<file path="config.mk">
export PLATFORM = sky130hd
export DESIGN_NAME = rv32_mem_stage
export DESIGN_NICKNAME = d
export VERILOG_FILES = /design/src/rtl/rv32_pkg.sv /design/src/rtl/rv32_lsu_align.sv /design/src/rtl/rv32_mem_stage.sv
export SDC_FILE = /design/constraint.sdc
export NUM_CORES = 1
export LEC_CHECK = 0
export CORE_UTILIZATION = 45
export DETAILED_ROUTE_END_ITERATION = 16
export PLACE_DENSITY = 0.89
export SYNTH_ARGS = -nofsm -noshare
export SYNTH_HDL_FRONTEND = slang
export SYNTH_SLANG_ARGS = --single-unit
</file>
<file path="constraint.sdc">
create_clock -name clk -period 5.97 [get_ports clk]
set_input_delay 0.597 -clock clk [delete_from_list [all_inputs] [get_ports clk]]
set_output_delay 0.597 -clock clk [all_outputs]
set_load 0.005 [all_outputs]
</file>
<file path="src/rtl/rv32_pkg.sv">
// Purpose: shared constants and types for the RV32 memory stage (access encodings, funct3 codes, FSM states).
// Latency: n/a (declarations only).
// Backpressure: n/a.
package rv32_pkg;

    // data_ctrl encoding from the EX/MEM register; bit 1 marks a memory access
    localparam logic [1:0] DCTRL_LOAD  = 2'b10;
    localparam logic [1:0] DCTRL_STORE = 2'b11;

    // Load/store funct3 codes
    localparam logic [2:0] F3_LB  = 3'b000;
    localparam logic [2:0] F3_LH  = 3'b001;
    localparam logic [2:0] F3_LW  = 3'b010;
    localparam logic [2:0] F3_LBU = 3'b100;
    localparam logic [2:0] F3_LHU = 3'b101;

    // funct3[1:0] size field, shared by loads and stores (SB/SH/SW use 000/001/010)
    localparam logic [1:0] SZ_BYTE = 2'b00;
    localparam logic [1:0] SZ_HALF = 2'b01;
    localparam logic [1:0] SZ_WORD = 2'b10;

    typedef enum logic [1:0] {
        ST_IDLE = 2'd0,
        ST_REQ  = 2'd1,
        ST_WAIT = 2'd2
    } mem_state_t;

    // Halfwords need addr[0] clear, words need addr[1:0] clear; bytes are always aligned
    function automatic logic is_misaligned(input logic [2:0] f3, input logic [1:0] off);
        logic mis;
        mis = 1'b0;
        case (f3[1:0])
            SZ_HALF: mis = off[0];
            SZ_WORD: mis = |off;
            default: mis = 1'b0;
        endcase
        return mis;
    endfunction

endpackage

</file>
<file path="src/rtl/rv32_lsu_align.sv">
// Purpose: byte-lane steering for stores and alignment/extension for loads.
// Latency: purely combinational, zero cycles.
// Backpressure: none; no state.
// Ports: funct3/addr_lo select size and lane; store_data -> be/wdata; rdata -> load_data.
module rv32_lsu_align
    import rv32_pkg::*;
(
    input  logic [2:0]  funct3,
    input  logic [1:0]  addr_lo,
    input  logic [31:0] store_data,
    input  logic [31:0] rdata,
    output logic [3:0]  be,
    output logic [31:0] wdata,
    output logic [31:0] load_data
);

    logic [7:0]  byte_sel;
    logic [15:0] half_sel;
    logic        sign_ext;

    // Store side: data is replicated across lanes so the byte enables alone pick the target
    always_comb begin
        be    = 4'b1111;
        wdata = store_data;
        case (funct3[1:0])
            SZ_BYTE: begin
                be    = 4'b0001 << addr_lo;
                wdata = {4{store_data[7:0]}};
            end
            SZ_HALF: begin
                be    = 4'b0011 << {addr_lo[1], 1'b0};
                wdata = {2{store_data[15:0]}};
            end
            default: ;
        endcase
    end

    // Load side: funct3[2] set means unsigned (LBU/LHU)
    always_comb begin
        byte_sel  = 8'(rdata >> {addr_lo, 3'b000});
        half_sel  = 16'(rdata >> {addr_lo[1], 4'b0000});
        sign_ext  = ~funct3[2];
        load_data = rdata;
        case (funct3)
            F3_LB, F3_LBU: load_data = {{24{byte_sel[7] & sign_ext}}, byte_sel};
            F3_LH, F3_LHU: load_data = {{16{half_sel[15] & sign_ext}}, half_sel};
            F3_LW:         load_data = rdata;
            default:       load_data = rdata;
        endcase
    end

endmodule

</file>
<file path="src/rtl/rv32_mem_stage.sv">
// Purpose: RV32 MEM stage: issues data-memory requests, formats loads, flags misaligned accesses.
// Latency: request is combinational in the access cycle; load data appears combinationally with rvalid.
// Backpressure: mem_stall holds upstream until gnt (store) or rvalid (load); misaligned/halted never stall.
// Ports: EX/MEM inputs (alu_res_in, data_store_in, data_ctrl_in, code_in, pc_hlt_in);
//        dmem_* request/response handshake; load_data_out, mem_stall, misalign_out to MEM/WB and hazard logic.
module rv32_mem_stage
    import rv32_pkg::*;
(
    input  logic        clk,
    input  logic        rst_n,
    input  logic [31:0] alu_res_in,
    input  logic [31:0] data_store_in,
    input  logic [1:0]  data_ctrl_in,
    input  logic [31:0] code_in,
    input  logic        pc_hlt_in,
    output logic        dmem_req,
    output logic        dmem_we,
    output logic [31:0] dmem_addr,
    output logic [3:0]  dmem_be,
    output logic [31:0] dmem_wdata,
    input  logic        dmem_gnt,
    input  logic        dmem_rvalid,
    input  logic [31:0] dmem_rdata,
    output logic [31:0] load_data_out,
    output logic        mem_stall,
    output logic        misalign_out
);

    mem_state_t  state, state_nxt;

    logic [2:0]  funct3;
    logic        access_vld;
    logic        is_store;
    logic        misaligned;
    logic        in_idle;

    // Request snapshot taken while in IDLE, replayed while waiting on gnt/rvalid
    logic [31:2] req_addr;
    logic        req_we;
    logic [3:0]  req_be;
    logic [31:0] req_wdata;
    logic [2:0]  req_f3;
    logic [1:0]  req_off;

    logic [31:0] load_hold;
    logic        req_int, stall_int, mis_int, rsp_take;

    logic [2:0]  al_f3;
    logic [1:0]  al_off;
    logic [3:0]  al_be;
    logic [31:0] al_wdata;
    logic [31:0] al_load;

    logic        unused_code;
    assign unused_code = ^{code_in[31:15], code_in[11:0]};

    assign funct3     = code_in[14:12];
    assign access_vld = data_ctrl_in[1] & ~pc_hlt_in;
    assign is_store   = (data_ctrl_in == DCTRL_STORE);
    assign misaligned = is_misaligned(funct3, alu_res_in[1:0]);
    assign in_idle    = (state == ST_IDLE);

    // Outside IDLE the live inputs may not describe the access in flight, so use the snapshot
    assign al_f3  = in_idle ? funct3 : req_f3;
    assign al_off = in_idle ? alu_res_in[1:0] : req_off;

    rv32_lsu_align u_align (
        .funct3     (al_f3),
        .addr_lo    (al_off),
        .store_data (data_store_in),
        .rdata      (dmem_rdata),
        .be         (al_be),
        .wdata      (al_wdata),
        .load_data  (al_load)
    );

    always_comb begin
        state_nxt = state;
        req_int   = 1'b0;
        stall_int = 1'b0;
        mis_int   = 1'b0;
        rsp_take  = 1'b0;
        case (state)
            ST_IDLE: begin
                if (access_vld) begin
                    if (misaligned) begin
                        mis_int = 1'b1;
                    end else begin
                        req_int = 1'b1;
                        if (dmem_gnt) begin
                            if (!is_store) begin
                                state_nxt = ST_WAIT;
                                stall_int = 1'b1;
                            end
                        end else begin
                            state_nxt = ST_REQ;
                            stall_int = 1'b1;
                        end
                    end
                end
            end
            ST_REQ: begin
                req_int   = 1'b1;
                stall_int = 1'b1;
                if (dmem_gnt) begin
                    if (req_we) begin
                        state_nxt = ST_IDLE;
                        stall_int = 1'b0;
                    end else begin
                        state_nxt = ST_WAIT;
                    end
                end
            end
            ST_WAIT: begin
                stall_int = 1'b1;
                if (dmem_rvalid) begin
                    state_nxt = ST_IDLE;
                    stall_int = 1'b0;
                    rsp_take  = 1'b1;
                end
            end
            default: state_nxt = ST_IDLE;
        endcase
    end

    always_ff @(posedge clk or negedge rst_n) begin
        if (!rst_n) begin
            state     <= ST_IDLE;
            load_hold <= 32'd0;
            req_addr  <= 30'd0;
            req_we    <= 1'b0;
            req_be    <= 4'd0;
            req_wdata <= 32'd0;
            req_f3    <= 3'd0;
            req_off   <= 2'd0;
        end else begin
            state <= state_nxt;
            if (in_idle) begin
                req_addr  <= alu_res_in[31:2];
                req_we    <= is_store;
                req_be    <= al_be;
                req_wdata <= al_wdata;
                req_f3    <= funct3;
                req_off   <= alu_res_in[1:0];
            end
            if (rsp_take) begin
                load_hold <= al_load;
            end
        end
    end

    // Combinational outputs are qualified by rst_n: state is already IDLE during reset,
    // but live EX/MEM inputs could otherwise still raise a request.
    assign dmem_req      = req_int & rst_n;
    assign dmem_we       = dmem_req & (in_idle ? is_store : req_we);
    assign dmem_be       = dmem_req ? (in_idle ? al_be : req_be) : 4'd0;
    assign dmem_wdata    = in_idle ? al_wdata : req_wdata;
    assign dmem_addr     = in_idle ? {alu_res_in[31:2], 2'b00} : {req_addr, 2'b00};
    assign mem_stall     = stall_int & rst_n;
    assign misalign_out  = mis_int & rst_n;
    assign load_data_out = rsp_take ? al_load : load_hold;

endmodule
</file>
# Word-level counts from Yosys, hierarchy flattened
# Index checks and enable logic that the tools add are counted.
# W data, S select, Z words.
# op_classes
add_sub_neg	0
mul	0
div	0
order_cmp	0
eq_ne	14
n_shift	4
muxes	36
bitwise_logic	9
n_reduce_logical	7
# ops
cell	n
$pmux W32 S2	2
$mux W32	3
$shr A32 B5 Y16	1
$shr A32 B5 Y8	1
$mux W2	8
$mux W1	15
$mux W4	2
$ne A2 B2 Y1 const B	4
$pmux W4 S2	1
$and A1 B1 Y1	7
$eq A2 B1 Y1 const B	3
$eq A2 B2 Y1 const B	3
$eq A3 B3 Y1 const B	2
$pmux W2 S3	1
$reduce_or A2 Y1	3
$reduce_and A5 Y1	1
$logic_not A2 Y1	2
$pmux W1 S2	2
$shl A1 B2 Y4 const A	1
$shl A2 B2 Y4 const A	1
$eq A3 B1 Y1 const B	1
$logic_not A3 Y1	1
$mux W3	1
$ne A3 B3 Y1 const B	1
other kinds (2)	3
# word_totals
ff_bits	106
latch_bits	0
mem_bits_rw	0
mem_bits_ro	0
in_bits	135
mem_count	0

# Logic depth before layout (Yosys ltp)
# depth
ltp_word	7
ltp_mapped	9
mapped_depth_nobuf	7

# Cells and area by module
# Synthesis repeated with hierarchy kept, for this count alone.
# hier_totals
hier_cells	461
area_unflattened_um2	5401.4
# by_module_without_submodules
module	n_inst	cells_per_inst	area_each_um2	seq_area_each_um2
rv32_mem_stage	1	275	4189.0	2652.5
rv32_lsu_align	1	186	1212.4	0.0

# Worst setup path after synthesis
# OpenSTA, ideal clock, no wires.
# synth_path
path_type	reg-to-output
start	register state[0]
end	output load_data_out[21]
t_arrival_ps	2071
path_slack_ps	3302
path_stages_with_launch	9
n_path_buf	3
cell_sequence	dfrtp_1 buf_4 nor2_4 mux2i_2 clkinv_1 a2111o_1 buf_2 buf_6 a311oi_2
# synth_via
elab_chain_cells	6
# synth_rtl
element	line	source
start: declaration	rv32_mem_stage.sv:29	mem_state_t state, state_nxt;
start signal: assignment	rv32_mem_stage.sv:137	state <= state_nxt;
$logic_not A2 Y1	rv32_mem_stage.sv:61	assign in_idle = (state == ST_IDLE);
$mux W2	--	
named net al_off[0]	rv32_mem_stage.sv:49	logic [1:0] al_off;
$shr A32 B5 Y8	rv32_lsu_align.sv:40	byte_sel = 8'(rdata >> {addr_lo, 3'b000});
$and A1 B1 Y1	rv32_lsu_align.sv:45	F3_LB, F3_LBU: load_data = {{24{byte_sel[7] & sign_ext}}, byte_sel};
$pmux W32 S2	rv32_lsu_align.sv:44	case (funct3)
$mux W32	--	
end: declaration	rv32_mem_stage.sv:24	output logic [31:0] load_data_out,
# The timed path passes the listed nets, and every way through them passes these cells.

# Final worst setup path
# layout_path
start	register state[0]
end	output load_data_out[18]
# layout_via
elab_chain_cells	6
# layout_rtl
element	line	source
$logic_not A2 Y1	rv32_mem_stage.sv:61	
$mux W2 / $mux W3 (equally long branches)	--	
$shr A32 B5 Y16, or another cell as far along	rv32_lsu_align.sv:41	half_sel = 16'(rdata >> {addr_lo[1], 4'b0000});
$and A1 B1 Y1, or another cell as far along	rv32_lsu_align.sv:46	F3_LH, F3_LHU: load_data = {{16{half_sel[15] & sign_ext}}, half_sel};
$pmux W32 S2	rv32_lsu_align.sv:44	
$mux W32 *	--	
# Every way passes the cells marked *; elsewhere a longest branch is shown, timed or not.

==> summary.txt <==
Route
  • Routed via count: roughly 5100
  • ANT nets after route: 0
  • Aggregate routed wire length: 16050 µm
  • First drt pass iteration count: 6
  • Average wire per standard cell: 17.96 µm
  • DR DRC count: 0
  • Vias per inst: around 5.8
  • Violation count after the first detailed-route iteration: about 480

Floorplan
  • Number of top-level pins: 239
  • Number of standard-cell rows in the floorplan: 38
  • Height of the die: ~110 µm
  • Chip width: around 110 µm
  • Core region area: 10940 µm²
  • Total die area: 11790 µm²
  • Initial core utilization: a little under half

STA
  • Fin. max-slew vios: 0
  • Slew at the pin closest to its max-slew limit: 1.404 ns
  • Ratio of final minimum period to clock period: 78.59%
  • Final hold violation count: 0
  • Setup TNS Final: 0 ns
  • Max_slew headroom: 5.767%
  • Final Setup Violations: 0
  • Peak Freq: 213.1 MHz
  • Clock period minus worst slack: 4.692 ns
  • RSZ-0062 raised after global routing: false
  • Largest clock skew in the final design: between 0.006 and 0.007 ns

Setup path
  • Worst Path Class, Setup: flip-flop to primary output
  • R2R Setup Slk: 2.66 ns
  • Crit Path Max Fanout: 80
  • Critical Path Sink Type: primary output
  • Beginning of the worst register-to-register path: state[0]
  • Arrival time reported for the critical path endpoint: around 4.1 ns
  • Critical path startpoint category: flip-flop
  • Critical R2R Capture: load_hold[18]
  • Cells on worst reg2reg path: 5
  • Worst endpoint required time: around 5.4 ns

Clock tree
  • Post_cts resized: 0
  • CTS root buffer: clkbuf_16
  • Number of buffers added for setup after CTS: 0
  • Clock H-tree levels: 3
  • Total CTS buffers: 9
  • Clock network latency to the later pin of the worst-skew pair: 0.35 ns
  • Register clock-pin slew on the reported worst setup and hold paths: around 0.070 ns
  • CTS hold repair buffers: 0
  • Maximum buffer depth of the clock tree: 2
  • Clock tree from TritonCTS: built
  • Sinks on the clock net: 106

Synthesis
  • Post-synthesis register bit count: between 100 and 150
  • Post-synthesis instance area: 5112 µm²
  • Dominant cell by count in the synthesized netlist: nand2_1
  • Fraction of registers with async set or reset after synthesis: 100.0%
  • Most numerous cell types in the synthesized netlist: nand2_1 (169), dfrtp_1 (106), nor2_1 (45), o21ai_0 (39)
  • Synth area leader: dfrtp_1
  • Share of the synthesized area in the top cell type: 51.88%
  • Number of standard cells after synthesis: 565
  • Top_reg_cell synth: dfrtp_1
  • Mean area per synthesized cell: between 9 and 10 µm²
  • Cell types occupying the most area after synthesis: dfrtp_1 (52%), nand2_1 (12%), o21ai_0 (3.8%)
  • Sequential element share of the synthesized area: 51.88%
  • Post-synth EDFFs: 0
  • Number of warnings reported in the yosys synthesis log: 0
  • Number of distinct library cells after synthesis: 46

Cells and area
  • Antenna Diode Count: 0
  • Layout cell share with drive strength beyond 1: 6.897%
  • Final #Nets: 886
  • Number of filler instances in the final layout: 835
  • Core utilization of the finished layout: 68.84%
  • Area grow syn2layout: 47.26%

GRT
  • Met1 GRT Util: 32.78%
  • First-pass GRT wire length: 24770 µm
  • Maximum number of pins on one net before global-route repair: 81
  • Overall fraction of global-route tracks in use: 27.20%
  • Fraction of met3 tracks used by global routing: under 10%
  • Vias in the first global route: 5118
  • Top Usage Layer GRT: met2
  • Aggregate global routing overflow: 0
  • M2 GR Usage: 45.30%
  • Number of antenna violations at the first check in global routing: 0

Pwr
  • Net switching component of the power: 0.8761 mW
  • Part of the total power dissipated in sequential elements: 36.4%
  • Part of the power in the clock network: between 20% and 30%
  • Leakage: 3.227 nW
  • Comb pwr share: 41.1%
  • Peak ir drop on the vdd network: roughly 0.00027 V
  • Internal portion of total power: 1.881 mW
  • Switching share of power: 31.78%
  • P per Cell Area: 366.2 nW/µm²

Placed design
  • Final HPWL from detailed placement: 11260 µm
  • Placer congestion estimate: 0.8772
  • Input/output buffers: 207

Outcome
  • Status: complete, no violations

Hold path
  • Hold crit path type: primary input to async pin

Job
  • Max-cap check violation count: 0
## sequential cells by signal, summed over array words and instances (netlist names)
| signal | count |
|---|---|
| req_be | 4 |
| req_we | 1 |
| load_hold | 32 |
| req_addr | 30 |
| state | 2 |
| req_off | 2 |
| req_f3 | 3 |
| req_wdata | 32 |
## critical path, cell delays in order, from the launching register on
cell and delay, ns:
dfrtp_1 0.53, or2_2 0.41, buf_4 0.35, o31ai_2 0.81
a21oi_2 0.49, a311oi_1 0.56, clkdlybuf4s50_1 0.58
## routing by layer
metal | wire length [µm] | vias up
met1 | 6177 | 2507
met4 | 467 | 0
met2 | 8018 | 275
li1 | - | 2322
met3 | 1390 | 41
met5 | 0 | -
## layout make-up
| class | instances | area (µm²) | share of cell area, % |
|---|---|---|---|
| clock buffer | 11 | 252.7 | 3.357 |
| sequential | 106 | 2653 | 35.23 |
| tap | 140 | 175.2 | 2.327 |
| inverter | 8 | 30.03 | 0.3989 |
| clock inverter | 5 | 62.56 | 0.8310 |
| multi-input combinational | 410 | 2233 | 29.67 |
| timing repair buffer | 214 | 2122 | 28.19 |
## power groups by stage
stage	clock network, mW	logic (mW)	registers, mW
after floorplan	0	0.497	0.991
after global placement	0	1.09	1.00
after detailed placement	0	1.12	1.02
after CTS	0.628	1.13	1.00
after global routing	0.656	1.22	1.02
final	0.620	1.13	1.00
## worst max path at each step
stage                            from                 to  slack, ns  cells past startpoint
after floorplan              state[0]  load_data_out[21]       3.30                      8
after global placement    code_in[13]  load_data_out[17]       1.56                      5
after detailed placement  code_in[13]  load_data_out[18]       1.41                      5
after CTS                    state[0]  load_data_out[18]       1.27                      6
after global routing         state[0]  load_data_out[18]       1.09                      6
final                        state[0]  load_data_out[18]       1.28                      6
## placed cells by master (no fill, tap or decap), types with 2 or more instances in the layout
| cell type | instances |
|---|---|
| ha_1 | 2 |
| nor2_1 | 45 |
| inv_1 | 6 |
| nand3_1 | 2 |
| a31oi_1 | 24 |
| dfrtp_1 | 106 |
| mux2i_1 | 9 |
| a311oi_2 | 9 |
| o21ai_1 | 2 |
| clkinvlp_4 | 2 |
| clkdlybuf4s50_1 | 206 |
| clkbuf_8 | 2 |
| mux2_2 | 11 |
| nor2b_1 | 2 |
| clkbuf_16 | 9 |
| o21ai_0 | 39 |
| clkinv_4 | 2 |
| a211oi_1 | 5 |
| o211ai_1 | 3 |
| nor3_1 | 5 |
| a222oi_1 | 8 |
| and3_1 | 2 |
| a22oi_1 | 8 |
| a21oi_1 | 30 |
| conb_1 | 2 |
| a311oi_1 | 8 |
| nand2_1 | 169 |
| or3_1 | 8 |
| nor3b_1 | 2 |
| buf_4 | 8 |
## logic make-up (layout without fill, tap and decap cells)
group / after synthesis / count (layout) / synth area share [%]
AOI/OAI and AO/OA: 143 / 143 / 19.07
adders and majority gates: 2 / 2 / 0.4894
buffers and inverters: 50 / 238 / 4.503
DFF: 106 / 106 / 51.88
muxes: 22 / 22 / 4.895
other: 1 / 2 / 0.07335
and+or+nand+nor: 241 / 241 / 19.09
## metrics by stage
stage | cells | power, mW | hold slack (ns) | instance area (µm²) | setup slack, ns
after floorplan | 566 | 1.488 | 0.3014 | 5116 | 3.302
after global placement | 878 | 2.091 | 0.4535 | 7213 | 1.560
after detailed placement | 878 | 2.138 | 0.4570 | 7213 | 1.413
after CTS | 894 | 2.764 | 0.2824 | 7528 | 1.270
after global routing | 894 | 2.902 | 0.3025 | 7528 | 1.091
final | 894 | 2.757 | 0.2683 | 7528 | 1.278
(Power assumes the default switching activity.)
